--- src/rtl/retro_memory_pkg.sv ---
// Shared types for the retro memory arbiter: requester index and tag FIFO
// occupancy, sized for the default configuration.
package retro_memory_pkg;

  localparam int DefaultInitiators  = 2;
  localparam int DefaultOutstanding = 4;

  // Identifies one requester; also the payload of the read tag FIFO.
  typedef logic [$clog2(DefaultInitiators)-1:0] req_idx_t;

  // Number of reads in flight, 0..DefaultOutstanding inclusive.
  typedef logic [$clog2(DefaultOutstanding):0] occ_count_t;

endpackage

--- src/rtl/retro_tag_fifo.sv ---
// Tag FIFO remembering which requester owns each outstanding read.
// Push and pop may occur together in any state, including full.
module retro_tag_fifo #(
  parameter int Depth = 4,
  parameter int Width = 1
) (
  input  logic             clk,
  input  logic             rst_n,
  input  logic             push,
  input  logic [Width-1:0] push_data,
  input  logic             pop,
  output logic             full,
  output logic             empty,
  output logic [Width-1:0] head
);

  localparam int PtrW = $clog2(Depth);

  logic [Width-1:0] mem [Depth];
  logic [PtrW-1:0]  wr_ptr;
  logic [PtrW-1:0]  rd_ptr;
  logic [PtrW:0]    count;
  logic             do_push;
  logic             do_pop;

  assign do_pop  = pop && !empty;
  assign do_push = push && (!full || do_pop);
  assign full    = (count == (PtrW+1)'(Depth));
  assign empty   = (count == '0);
  assign head    = mem[rd_ptr];

  // Tag storage written at the write pointer.
  // NOTE: storage is not reset; an entry is only read after it has been
  // written, so clearing it would only cost flops and reset routing.
  always_ff @(posedge clk) begin
    if (do_push) mem[wr_ptr] <= push_data;
  end

  // Pointers wrap naturally because Depth is a power of two.
  // NOTE: all clocked state uses non-blocking assignments so every flop
  // samples pre-edge values regardless of statement order.
  always_ff @(posedge clk or negedge rst_n) begin
    if (!rst_n) begin
      wr_ptr <= '0;
      rd_ptr <= '0;
      count  <= '0;
    end else begin
      if (do_push) wr_ptr <= wr_ptr + 1'b1;
      if (do_pop)  rd_ptr <= rd_ptr + 1'b1;
      case ({do_push, do_pop})
        2'b10:   count <= count + 1'b1;
        2'b01:   count <= count - 1'b1;
        default: count <= count;
      endcase
    end
  end

endmodule

--- src/rtl/retro_memory_arbiter.sv ---
// Round-robin arbiter sharing one memory target among several requesters,
// with zero-latency accept and in-order read response routing by tag.
module retro_memory_arbiter
  import retro_memory_pkg::*;
#(
  parameter int NumInitiators   = DefaultInitiators,
  parameter int AddressBusWidth = 16,
  parameter int DataBusWidth    = 1,
  parameter int MaxOutstanding  = DefaultOutstanding
) (
  input  logic                                   Clk,
  input  logic                                   Reset_n,
  input  logic [NumInitiators*AddressBusWidth-1:0] ReqAddress,
  input  logic [NumInitiators*8*DataBusWidth-1:0]  ReqDout,
  input  logic [NumInitiators*8*DataBusWidth-1:0]  ReqAccess,
  input  logic [NumInitiators-1:0]               ReqWrite,
  output logic [NumInitiators-1:0]               ReqReady,
  output logic [NumInitiators-1:0]               ReqDataReady,
  output logic [8*DataBusWidth-1:0]              ReqDin,
  output logic [AddressBusWidth-1:0]             MemAddress,
  output logic [8*DataBusWidth-1:0]              MemDout,
  output logic [8*DataBusWidth-1:0]              MemAccess,
  output logic                                   MemWrite,
  input  logic                                   MemReady,
  input  logic                                   MemDataReady,
  input  logic [8*DataBusWidth-1:0]              MemDin,
  output logic                                   ProtocolError
);

  localparam int IdxW  = $clog2(NumInitiators);
  localparam int ByteW = 8 * DataBusWidth;

  typedef logic [IdxW-1:0] idx_t;

  idx_t                     ptr;
  idx_t                     sel_idx;
  idx_t                     head;
  logic                     sel_valid;
  logic                     sel_write;
  logic                     grant;
  logic                     pop;
  logic                     push;
  logic                     fifo_full;
  logic                     fifo_empty;
  logic [NumInitiators-1:0] requesting;
  logic [ByteW-1:0]         sel_access;

  // A requester wants the bus when any of its access mask bits is set.
  always_comb begin
    for (int i = 0; i < NumInitiators; i++) begin
      requesting[i] = |ReqAccess[i*ByteW +: ByteW];
    end
  end

  // Round-robin search upward from ptr, wrapping at NumInitiators.
  // NOTE: every output of this block gets a default first, so no path can
  // leave a value unassigned and infer a latch.
  always_comb begin
    int j;
    sel_valid = 1'b0;
    sel_idx   = '0;
    j         = 0;
    for (int k = 0; k < NumInitiators; k++) begin
      j = int'(ptr) + k;
      if (j >= NumInitiators) j = j - NumInitiators;
      if (!sel_valid && requesting[j]) begin
        sel_valid = 1'b1;
        sel_idx   = idx_t'(j);
      end
    end
  end

  assign sel_write  = ReqWrite[sel_idx];
  assign sel_access = ReqAccess[int'(sel_idx)*ByteW +: ByteW];
  assign pop        = MemDataReady && !fifo_empty;
  // A read may take the slot a same-cycle response frees; reset blocks all grants.
  assign grant      = Reset_n && sel_valid && MemReady &&
                      (sel_write || !fifo_full || pop);
  assign push       = grant && !sel_write;

  assign MemAddress = ReqAddress[int'(sel_idx)*AddressBusWidth +: AddressBusWidth];
  assign MemDout    = ReqDout[int'(sel_idx)*ByteW +: ByteW];
  assign MemAccess  = grant ? sel_access : '0;
  assign MemWrite   = sel_write;
  assign ReqDin     = MemDin;

  // One-hot accept and read-data strobes for the granted and head requesters.
  always_comb begin
    ReqReady     = '0;
    ReqDataReady = '0;
    if (grant) ReqReady[sel_idx]  = 1'b1;
    if (pop)   ReqDataReady[head] = 1'b1;
  end

  // Priority moves just past the last accepted requester.
  always_ff @(posedge Clk or negedge Reset_n) begin
    if (!Reset_n) begin
      ptr <= '0;
    end else if (grant) begin
      ptr <= (sel_idx == idx_t'(NumInitiators - 1)) ? '0 : sel_idx + 1'b1;
    end
  end

  // Sticky flag for a response that has no outstanding read to own it.
  always_ff @(posedge Clk or negedge Reset_n) begin
    if (!Reset_n) begin
      ProtocolError <= 1'b0;
    end else if (MemDataReady && fifo_empty) begin
      ProtocolError <= 1'b1;
    end
  end

  retro_tag_fifo #(
    .Depth (MaxOutstanding),
    .Width (IdxW)
  ) u_tag_fifo (
    .clk       (Clk),
    .rst_n     (Reset_n),
    .push      (push),
    .push_data (sel_idx),
    .pop       (pop),
    .full      (fifo_full),
    .empty     (fifo_empty),
    .head      (head)
  );

endmodule

--- config.mk ---
export PLATFORM = sky130hd
export DESIGN_NAME = retro_memory_arbiter
export DESIGN_NICKNAME = d
export VERILOG_FILES = /design/src/rtl/retro_memory_pkg.sv /design/src/rtl/retro_tag_fifo.sv /design/src/rtl/retro_memory_arbiter.sv
export SDC_FILE = /design/constraint.sdc
export NUM_CORES = 1
export LEC_CHECK = 0
export ABC_CLOCK_PERIOD_IN_PS = 3500
export BUFFER_PORTS_ARGS = -buffer_cell sky130_fd_sc_hd__buf_2
export CORE_MARGIN = 8
export CORE_UTILIZATION = 39
export CTS_CLUSTER_DIAMETER = 200
export DETAILED_ROUTE_END_ITERATION = 12
export PLACE_DENSITY_LB_ADDON = 0.12
export SLEW_MARGIN = 40
export SYNTH_ARGS = -nofsm -noshare
export SYNTH_HDL_FRONTEND = slang
export SYNTH_SLANG_ARGS = --single-unit
--- constraint.sdc ---
create_clock -name Clk -period 3.5 [get_ports Clk]
set_input_delay 0.35 -clock Clk [delete_from_list [all_inputs] [get_ports Clk]]
set_output_delay 0.35 -clock Clk [all_outputs]
set_load 0.03 [all_outputs]
## Word-level counts from Yosys, hierarchy flattened

Memories as Yosys holds them, arrays and structs flattened.
Index checks and enable logic that the tools add are counted.

- Magnitude comparators: 8
- Reductions and logical operators: 22
- Add/sub/neg operators: 8
- Multipliers: 0
- Multiplexer cells: 25
- Equal/unequal tests: 3
- Bitwise operators: 0
- Divide/modulo/power cells: 0
- Shifts and indexed selects: 3

Operators with widths:

| cell | count |
|---|---|
| less-than comparator 32 x 3 -> 1 bit, second input constant | 2 |
| 2-to-1 mux 32 bit | 2 |
| variable part select 16 x 5 -> 8 bit | 2 |
| variable part select 32 x 6 -> 16 bit | 1 |
| 2-to-1 mux 1 bit | 17 |
| OR reduction 8 bit | 2 |
| logical AND 1 bit | 11 |
| 2-to-1 mux 8 bit | 1 |
| one-hot mux 3 bit (2 select lines) | 1 |
| adder 2 x 1 -> 2 bit, second input constant | 2 |
| logical NOT 1 bit | 4 |
| less-than comparator 1 x 2 -> 1 bit, second input constant | 2 |
| 2-to-1 mux 2 bit | 2 |
| adder 3 x 1 -> 3 bit, second input constant | 1 |
| equality test 3 bit, second input constant | 1 |
| logical NOT 3 bit | 1 |
| logical OR 1 bit | 3 |
| subtractor 1 x 2 -> 3 bit, second input constant | 1 |
| subtractor 2 x 2 -> 3 bit, second input constant | 1 |
| subtractor 3 x 1 -> 3 bit, second input constant | 1 |
| adder 1 x 1 -> 2 bit, second input constant | 1 |
| demux 1 bit (select 1 bit) | 2 |
| equality test 2 x 1 -> 1 bit, second input constant | 1 |
| equality test 2 bit, second input constant | 1 |
| other kinds (5) | 6 |

- Logic and storage cells: 75
- Bits in writable memories: 4
- Bits in latches: 0
- Output and inout bits: 46
- Bits in registers: 9
- ROM bits: 0
- Bits of input ports: 78
- Memories kept: 1

Memories:

| memory | depth | bits a word | read ports | clocked after memory_dff | write ports | RTL line | text |
|---|---|---|---|---|---|---|---|
| u_tag_fifo.mem | 4 | 1 | 1 | 0 | 1 | retro_tag_fifo.sv:19 | `logic [Width-1:0] mem [Depth];` |

## Depth between registers and ports, before layout

Gate-level depths: netlist of the first run.

- Depth after elaboration: 18
- Gate-level depth with buffers: 11
- Depth with buffers taken out: 11

## Modules after synthesis

A second synthesis of the first run with hierarchy kept.

- Cells, all modules: 131
- Area total of the unflattened synthesis: 1410.1 µm²

Modules (own cells, without submodules):

| module | cells an instance | times used | sequential area each (µm²) | area an instance (µm²) |
|---|---|---|---|---|
| retro_memory_arbiter | 74 | 1 | 50.0 | 742.0 |
| retro_tag_fifo | 57 | 1 | 295.3 | 668.1 |

## Worst setup path after synthesis of the first run

No wires, ideal clock.

- Path kind: reg-to-reg
- From: register u_tag_fifo.count[0]
- To: register u_tag_fifo.count[2]
- Buffers on the path: 0
- Setup time: 0.079 ns
- Slack: 1.137 ns
- Period minus slack after synthesis: 2.363 ns
- Stages on the path, launching flop included: 12
- Arrival time: 2.284 ns
- Data required time: 3.421 ns
- Path through: dfrtp_1 -> or4b_4 -> or3b_1 -> a211o_2 -> nand2_4 -> inv_1 -> ha_1 -> inv_1 -> fa_1 -> xor2_1 -> nor2_1 -> xor2_1

- Word-level cells in the longest chain between the ends: 9
- Elaborated cells on any way between the ends: 18
- Classes of those cells: 2 x add/sub; 3 x eq/ne; 1 x mux; 12 x reduce/logical

RTL lines:

| item | RTL line | text |
|---|---|---|
| start, declared | retro_tag_fifo.sv:22 | `logic [PtrW:0] count;` |
| start signal, assigned | retro_tag_fifo.sv:51 | `2'b10: count <= count + 1'b1;` |
| start signal, assigned | retro_tag_fifo.sv:52 | `2'b01: count <= count - 1'b1;` |
| start signal, assigned | retro_tag_fifo.sv:53 | `default: count <= count;` |
| equality test 3 bit or logical NOT 3 bit (tied branches) | retro_tag_fifo.sv:28, retro_tag_fifo.sv:29 |  |
| logical NOT 1 bit, on equally long branches | -- |  |
| logical OR 1 bit or logical AND 1 bit (tied branches) | retro_memory_arbiter.sv:78, retro_memory_arbiter.sv:75 |  |
| logical OR 1 bit | retro_memory_arbiter.sv:78 | `(sel_write \|\| !fifo_full \|\| pop);` |
| logical AND 1 bit | retro_memory_arbiter.sv:77 | `assign grant = Reset_n && sel_valid && MemReady &&` |
| logical AND 1 bit | retro_memory_arbiter.sv:79 | `assign push = grant && !sel_write;` |
| logical AND 1 bit | retro_tag_fifo.sv:27 | `assign do_push = push && (!full \|\| do_pop);` |
| equality test 2 x 1 -> 1 bit or equality test 2 bit (tied branches) | retro_tag_fifo.sv:50 | `case ({do_push, do_pop})` |
| one-hot mux 3 bit (2 select lines) or nonzero test 2 bit (tied branches) | -- |  |

Parallel ways exist; a longest one is shown, timed or not.
A chain may end at the register's enable or synchronous reset.

## Final worst setup path of the first run

- From: input port Reset_n
- To: register u_tag_fifo.count[2]

- Word-level cells in the longest chain between the ends: 7
- Elaborated cells on any way between the ends: 9
- Classes of those cells: 2 x eq/ne; 1 x mux; 6 x reduce/logical

RTL lines:

| item | RTL line | text |
|---|---|---|
| start, declared | retro_memory_arbiter.sv:12 | `input logic Reset_n,` |
| logical AND 1 bit (*) (3 in a row) | retro_memory_arbiter.sv:77 |  |
| logical AND 1 bit (*) | retro_memory_arbiter.sv:79 |  |
| logical AND 1 bit (*) | retro_tag_fifo.sv:27 |  |
| equality test 2 x 1 -> 1 bit or equality test 2 bit (tied branches) | retro_tag_fifo.sv:50 |  |
| one-hot mux 3 bit (2 select lines) or nonzero test 2 bit (tied branches) | -- |  |

Every way passes the cells marked *; elsewhere a longest branch is shown, timed or not.

==> results of run 1 <==
## final timing paths
| path | start | endpoint | slack [ns] |
|---|---|---|---|
| hold / removal | MemDataReady | ProtocolError | 0.32 |
| min in group asynchronous | Reset_n | u_tag_fifo.wr_ptr[1] | 0.46 |
| hold reg to reg | ProtocolError | ProtocolError | 0.46 |
| setup reg to reg | u_tag_fifo.count[0] | u_tag_fifo.count[2] | 1.01 |
| setup / recovery | Reset_n | u_tag_fifo.count[2] | 0.85 |
| max in group asynchronous | Reset_n | u_tag_fifo.wr_ptr[0] | 2.85 |
## cell usage after synthesis (2+ instances only)
| cell | instances |
|---|---|
| nor4_1 | 4 |
| xnor2_1 | 4 |
| dfrtp_1 | 9 |
| ha_1 | 5 |
| edfxtp_1 | 4 |
| o21ai_2 | 3 |
| clkbuf_1 | 2 |
| xor2_1 | 2 |
| buf_4 | 9 |
| o21ai_0 | 2 |
| nor2_1 | 8 |
| and2_1 | 2 |
| and2_2 | 4 |
| o22ai_1 | 8 |
| buf_2 | 3 |
| inv_1 | 7 |
| nand2_1 | 91 |
## power by group through the flow
stage	clock, mW	combinational (mW)	sequential, mW
5_1_grt	0.0972	1.13	0.287
6_report	0.0891	1.03	0.277
3_3_place_gp	0	1.04	0.278
3_5_place_dp	0	1.04	0.280
4_1_cts	0.0911	1.04	0.278
2_1_floorplan	0	0.781	0.278
## cell type report
type                            count  area (um^2)
Clock buffer                        4         26.3
Fill cell                         317         1250
Inverter                            8         30.0
Multi-Input combinational cell    146          788
Sequential cell                    13          345
Tap cell                           44         55.1
Timing Repair Buffer              109          553
## state kept, by name, summed over array words and instances (netlist names)
| register | count |
|---|---|
| u_tag_fifo.mem | 4 |
| u_tag_fifo.count | 3 |
| u_tag_fifo.rd_ptr | 2 |
| u_tag_fifo.wr_ptr | 2 |
| ProtocolError | 1 |
| ptr | 1 |
## cells by family after synthesis
kind of cell,after synthesis,share of synthesized area
xor+xnor,6,0.0419
flops,13,0.275
compound gates,17,0.0968
simple gates,114,0.386
buf+inv,22,0.0958
mux,3,0.0379
fa+ha+maj,6,0.0659
## critical path: stages
cell and delay (ns):
dlygate4sd3_1 0.52, buf_2 0.24, nand2_1 0.13, or3b_1 0.36, a211o_2 0.30, nand2_4 0.09
inv_1 0.05, ha_1 0.19, inv_1 0.07, fa_1 0.17, xor2_1 0.15, nor2_1 0.06
xor2_1 0.14
## metal layers
layer  vias to the layer above  share of wire  track usage
li1                        776              -            -
met1                       637           0.38        0.168
met2                        76           0.48        0.272
met3                         4           0.13       0.0893
met4                         0          0.010       0.0400
met5                         -              0            0
## what timing repair did
action,CTS,global route
hold buffers,1,0
hold endpoints to repair,9,0
buffers inserted,0,0
==> reports/metrics.yaml, run 1 <==
setup_violations: 0
grt_max_degree: 40
fmax_ghz: 0.377
async_reset_ff_frac: 0.692
yosysUniqueCellTypes: 31
drc: 0
fin_area_um2: 1800
firstDrtPassIters: 6
swShare: 0.572
dieArea_um2: 5280
clock_sinks: 13
worst_setup_path_start_kind: "input pin"
period_needed_ns: 2.65
period_share: 0.758
cts.repair.resized: 0
antenna_found_initial: 0
cp.arrival_ns: 2.81
hold_ws_ns: 0.316
place_congestion: 0.796
core_um2: 3050
rsz0062_at_grt: "false"
drt-initial-drc-count: 46
die_h_um: 72.7
p_per_area_nw_per_um2: 777
area_growth_syn_to_layout_pct: 43.4
port_buffers: 107
clock-root-buffer: "clkbuf_4"
antenna_cells: 0
r2r_cells: 11
mappedNetlistNets: 265
placed_cells: 319
vias: 1493
start_util: 0.411
ant_nets: 0
final_cells: 324
clockBufferDepth: 2
p_leak_nw: 1.05
skew_ns: 0.00235
yosys_warnings: 0
htree_levels: 1
critical_path_class: "input pin to flop"
end_kind: "flop"
netlist_area_um2: 1250
irDropWorstVdd_v: 0.000480
cts_tree: "done"
avgSynthCellArea_um2: 6.93
synthCells: 181
cp_max_fo: 10
yosysTopAreaCell: "nand2_1"
nets: 365
setup_tns_ns: 0
layout_common_cells: "buf_2, nand2_1, dfrtp_1"
routedWlPerCell_um: 14.0
p_int_mw: 0.598
synth_ff_type: "dfrtp_1"
net-switching-power_mw: 0.798
dpl.hpwl_um: 3840
die_w_um: 72.7
drv_cap: 0
tightest_slew_ns: 0.612
power_frac_clock: 0.064
hold_class: "input pin to flop"
ys_seq_elements: 13
wirelength_um: 4540
pwr-share-comb: 0.738
p_seq_frac: 0.198
insertion_delay_ns: 0.27
overflow: 0
maxSlewViolCount: 0
final_layout_size_suffix_gt1_frac: 0.443
final_core_util: 0.589
worstPathRequired_ns: 3.66
timing.final.ws_setup_ns: 0.845
power_mw: 1.40
relSlewSlack: 0.592
whs_path_depth: 2
synth_top_area_share: 0.272
clk_pin_slew_ns: 0.08
grt_pass1_wl_um: 6910
grt_usage: 0.161
hold_viol_final: 0
grt_pass1_vias: 1492
layout_commonest_cell: "buf_2"
synth-edff-count: 4
placed_cell_area_um2: 1760
vias_per_cell: 4.61
ys_seq_area_frac: 0.275
numCtsBuffers: 3
status: "finished, final reports clean"
dp_slack_ns: 0.944
pin_count: 124
synth_area_leaders: "nand2_1, dfrtp_1, edfxtp_1, buf_4, ha_1"
rows: 20
Note: power is estimated with default switching activity, not from simulation.
==> run 2, diff against run 1 <==
ABC_AREA = 1   (was default)
ABC_CLOCK_PERIOD_IN_PS = 2500   (was 3500)
CORE_UTILIZATION = 38   (was 39)
clock period = 2.5 ns   (was 3.5 ns; I/O delays follow)
==> reports/metrics.yaml, run 2 <==
antenna_found_initial: 0  # unchanged
core_um2: 3390  # +11%
insertion_delay_ns: 0.27  # about the same
final_layout_size_suffix_gt1_frac: 0.378  # -0.0648
dpl.hpwl_um: 3740  # -2.5%
irDropWorstVdd_v: 0.000348  # -28%
power_mw: 1.65  # +18%
crit_chain: "dlygate4sd3_1 > buf_2 > nand2_1 > inv_1 > nand2_1 > nor2_1 > nand2_4 > ha_1 > inv_1 > fa_1 > o21ai_0"
rsz0062_at_grt: "false"
period_needed_ns: 2.26
yosysUniqueCellTypes: 26  # -16%
top_regs: "u_tag_fifo.mem (4), u_tag_fifo.count (3)"
min_from: "MemDataReady"
die_h_um: 75.7  # +4.2%
grt_usage: 0.156  # -0.00526
vias: 1590  # +6.5%
p_seq_frac: 0.215  # +0.017
overflow: 0  # unchanged
port_buffers: 107  # unchanged
clockBufferDepth: 2  # unchanged
synth_top_area_share: 0.313  # +0.0406
synthCells: 229  # +27%
pwr-share-comb: 0.708  # -0.030
pin_count: 124  # unchanged
synth_area_leaders: "nand2_1, dfrtp_1, edfxtp_1, inv_1, nor2_1"
rows: 21  # +5.0%
end_kind: "flop"
fmax_ghz: 0.442
worst_setup_path_start_kind: "input pin"
clk_pin_slew_ns: 0.08  # about the same
drc: 0  # unchanged
place_congestion: 0.743  # -6.7%
layout_common_cells: "nand2_1, buf_2, inv_1"
max_stage_delay_ns: 0.52  # about the same
crit-reg2reg-launch: "u_tag_fifo.count[1]"
cp_max_fo: 10  # unchanged
hold_viol_final: 0  # unchanged
drt-initial-drc-count: 22  # -52%
ant_nets: 0  # unchanged
grt_pass1_wl_um: 7010  # +1.4%
setup_tns_ns: 0  # unchanged
mappedNetlistNets: 313  # +18%
yosys_warnings: 0  # unchanged
synthMostInstantiatedCell: "nand2_1"
routedWlPerCell_um: 11.6  # -17%
async_reset_ff_frac: 0.692  # unchanged
grt_max_degree: 36  # -10%
swShare: 0.563  # -0.00875
critical_path_class: "input pin to flop"
drv_cap: 0  # unchanged
period_share: 0.904
yosys-top-cells-count: "nand2_1, inv_1, nor2_1"
placed_cell_area_um2: 1860  # +5.4%
avgSynthCellArea_um2: 5.92  # -15%
netlist_area_um2: 1360  # +8.1%
largest_register: "u_tag_fifo.mem"
p_per_area_nw_per_um2: 869  # +12%
layout_commonest_cell: "nand2_1"
yosysTopAreaCell: "nand2_1"
hold_ws_ns: 0.261  # -0.0551 ns
clock-root-buffer: "clkbuf_4"
final_core_util: 0.560  # -0.0286
p_leak_nw: 1.24  # +17%
maxSlewViolCount: 0  # unchanged
skew_ns: 0.00366  # +0.00132 ns
start_util: 0.400  # -0.0109
numCtsBuffers: 3  # unchanged
p_int_mw: 0.721  # +21%
synth_ff_type: "dfrtp_1"
net-switching-power_mw: 0.929  # +16%
ys_seq_area_frac: 0.255  # -0.0206
critPathSlowestCell: "dlygate4sd3_1"
firstDrtPassIters: 4  # -2
power_frac_clock: 0.077  # +0.013
hold_class: "input pin to flop"
dieArea_um2: 5730  # +8.5%
tightest_slew_ns: 0.336  # -0.276 ns
nets: 413  # +13%
ys_seq_elements: 13  # unchanged
cts_tree: "done"
largest_reg_flops: 4  # unchanged
cp.arrival_ns: 2.46  # -0.35 ns
synth-edff-count: 4  # unchanged
wirelength_um: 4330  # -4.5%
fin_area_um2: 1900  # +5.6%
vias_per_cell: 4.25  # -7.7%
grt_pass1_vias: 1678  # +12%
antenna_cells: 0  # unchanged
clock_sinks: 13  # unchanged
area_growth_syn_to_layout_pct: 40.2
setup_violations: 0  # unchanged
cp-startpoint: "Reset_n"
worstPathRequired_ns: 2.70  # -0.96 ns
htree_levels: 1  # unchanged
relSlewSlack: 0.776  # +0.185
status: "finished, final reports clean"
postCtsSetupRepairBufs: 0  # unchanged
die_w_um: 75.7  # +4.2%
run 2: layout make-up:
class / count / area [um^2]
Fill cell: 370 / 1490
Multi-Input combinational cell: 171 / 797
Timing Repair Buffer: 110 / 561
Sequential cell: 13 / 345
Inverter: 30 / 113
Tap cell: 46 / 57.6
Clock buffer: 4 / 26.3
run 2: cell families after synthesis:
kind of cell,Yosys count,synth area share
AND/OR/NAND/NOR,154,0.457
buffers and inverters,45,0.162
flip-flops,13,0.255
AO/OA/AOI/OAI,8,0.0462
adder cells (fa/ha/maj),6,0.0609
XOR/XNOR,3,0.0194
run 2: power groups by stage:
| stage | logic [mW] | registers, mW | clock network [mW] |
|---|---|---|---|
| after floorplan | 0.895 | 0.352 | 0 |
| after global placement | 1.17 | 0.353 | 0 |
| after detailed placement | 1.18 | 0.355 | 0 |
| after CTS | 1.18 | 0.351 | 0.134 |
| after global routing | 1.31 | 0.364 | 0.141 |
| final | 1.17 | 0.355 | 0.126 |
run 2: per-stage QoR:
step                worst slack [ns]  instances
finish                         0.239        374
global route                  0.0686        374
CTS                            0.183        374
detailed placement             0.188        369
global placement               0.240        369
floorplan                      0.387        229
run 2: worst max-delay path, delay by kind of cell:
| kind | cells | cell delay (ns) |
|---|---|---|
| buffers and inverters | 4 | 0.91 |
| AND/OR/NAND/NOR | 4 | 0.50 |
| adder cells (fa/ha/maj) | 2 | 0.62 |
| AO/OA/AOI/OAI | 1 | 0.18 |
run 2: repair_timing:
item                                    4_1_cts  5_1_grt
hold buffers                                  1        0
hold endpoints to repair                      9        0
endpoints found under the setup margin        0        1
resized for setup                             0        1
run 2: worst paths after layout:
| kind | endpoint | slack [ns] | cells after the start |
|---|---|---|---|
| hold reg to reg | u_tag_fifo.rd_ptr[1] | 0.47 | 1 |
| setup reg to reg | u_tag_fifo.count[2] | 0.32 | 9 |
| max in group asynchronous | u_tag_fifo.wr_ptr[0] | 1.95 | 2 |
| setup / recovery | u_tag_fifo.count[1] | 0.24 | 11 |
| min in group asynchronous | ProtocolError | 0.36 | 2 |
| hold / removal | ProtocolError | 0.26 | 2 |
run 2: metal layers:
layer  wire [um]  vias up  global-route usage
met5           0        -                   0
met4          48        0              0.0448
met3         525        7              0.0829
met2        2100       62               0.274
met1        1660      652               0.155
li1            -      869                   -
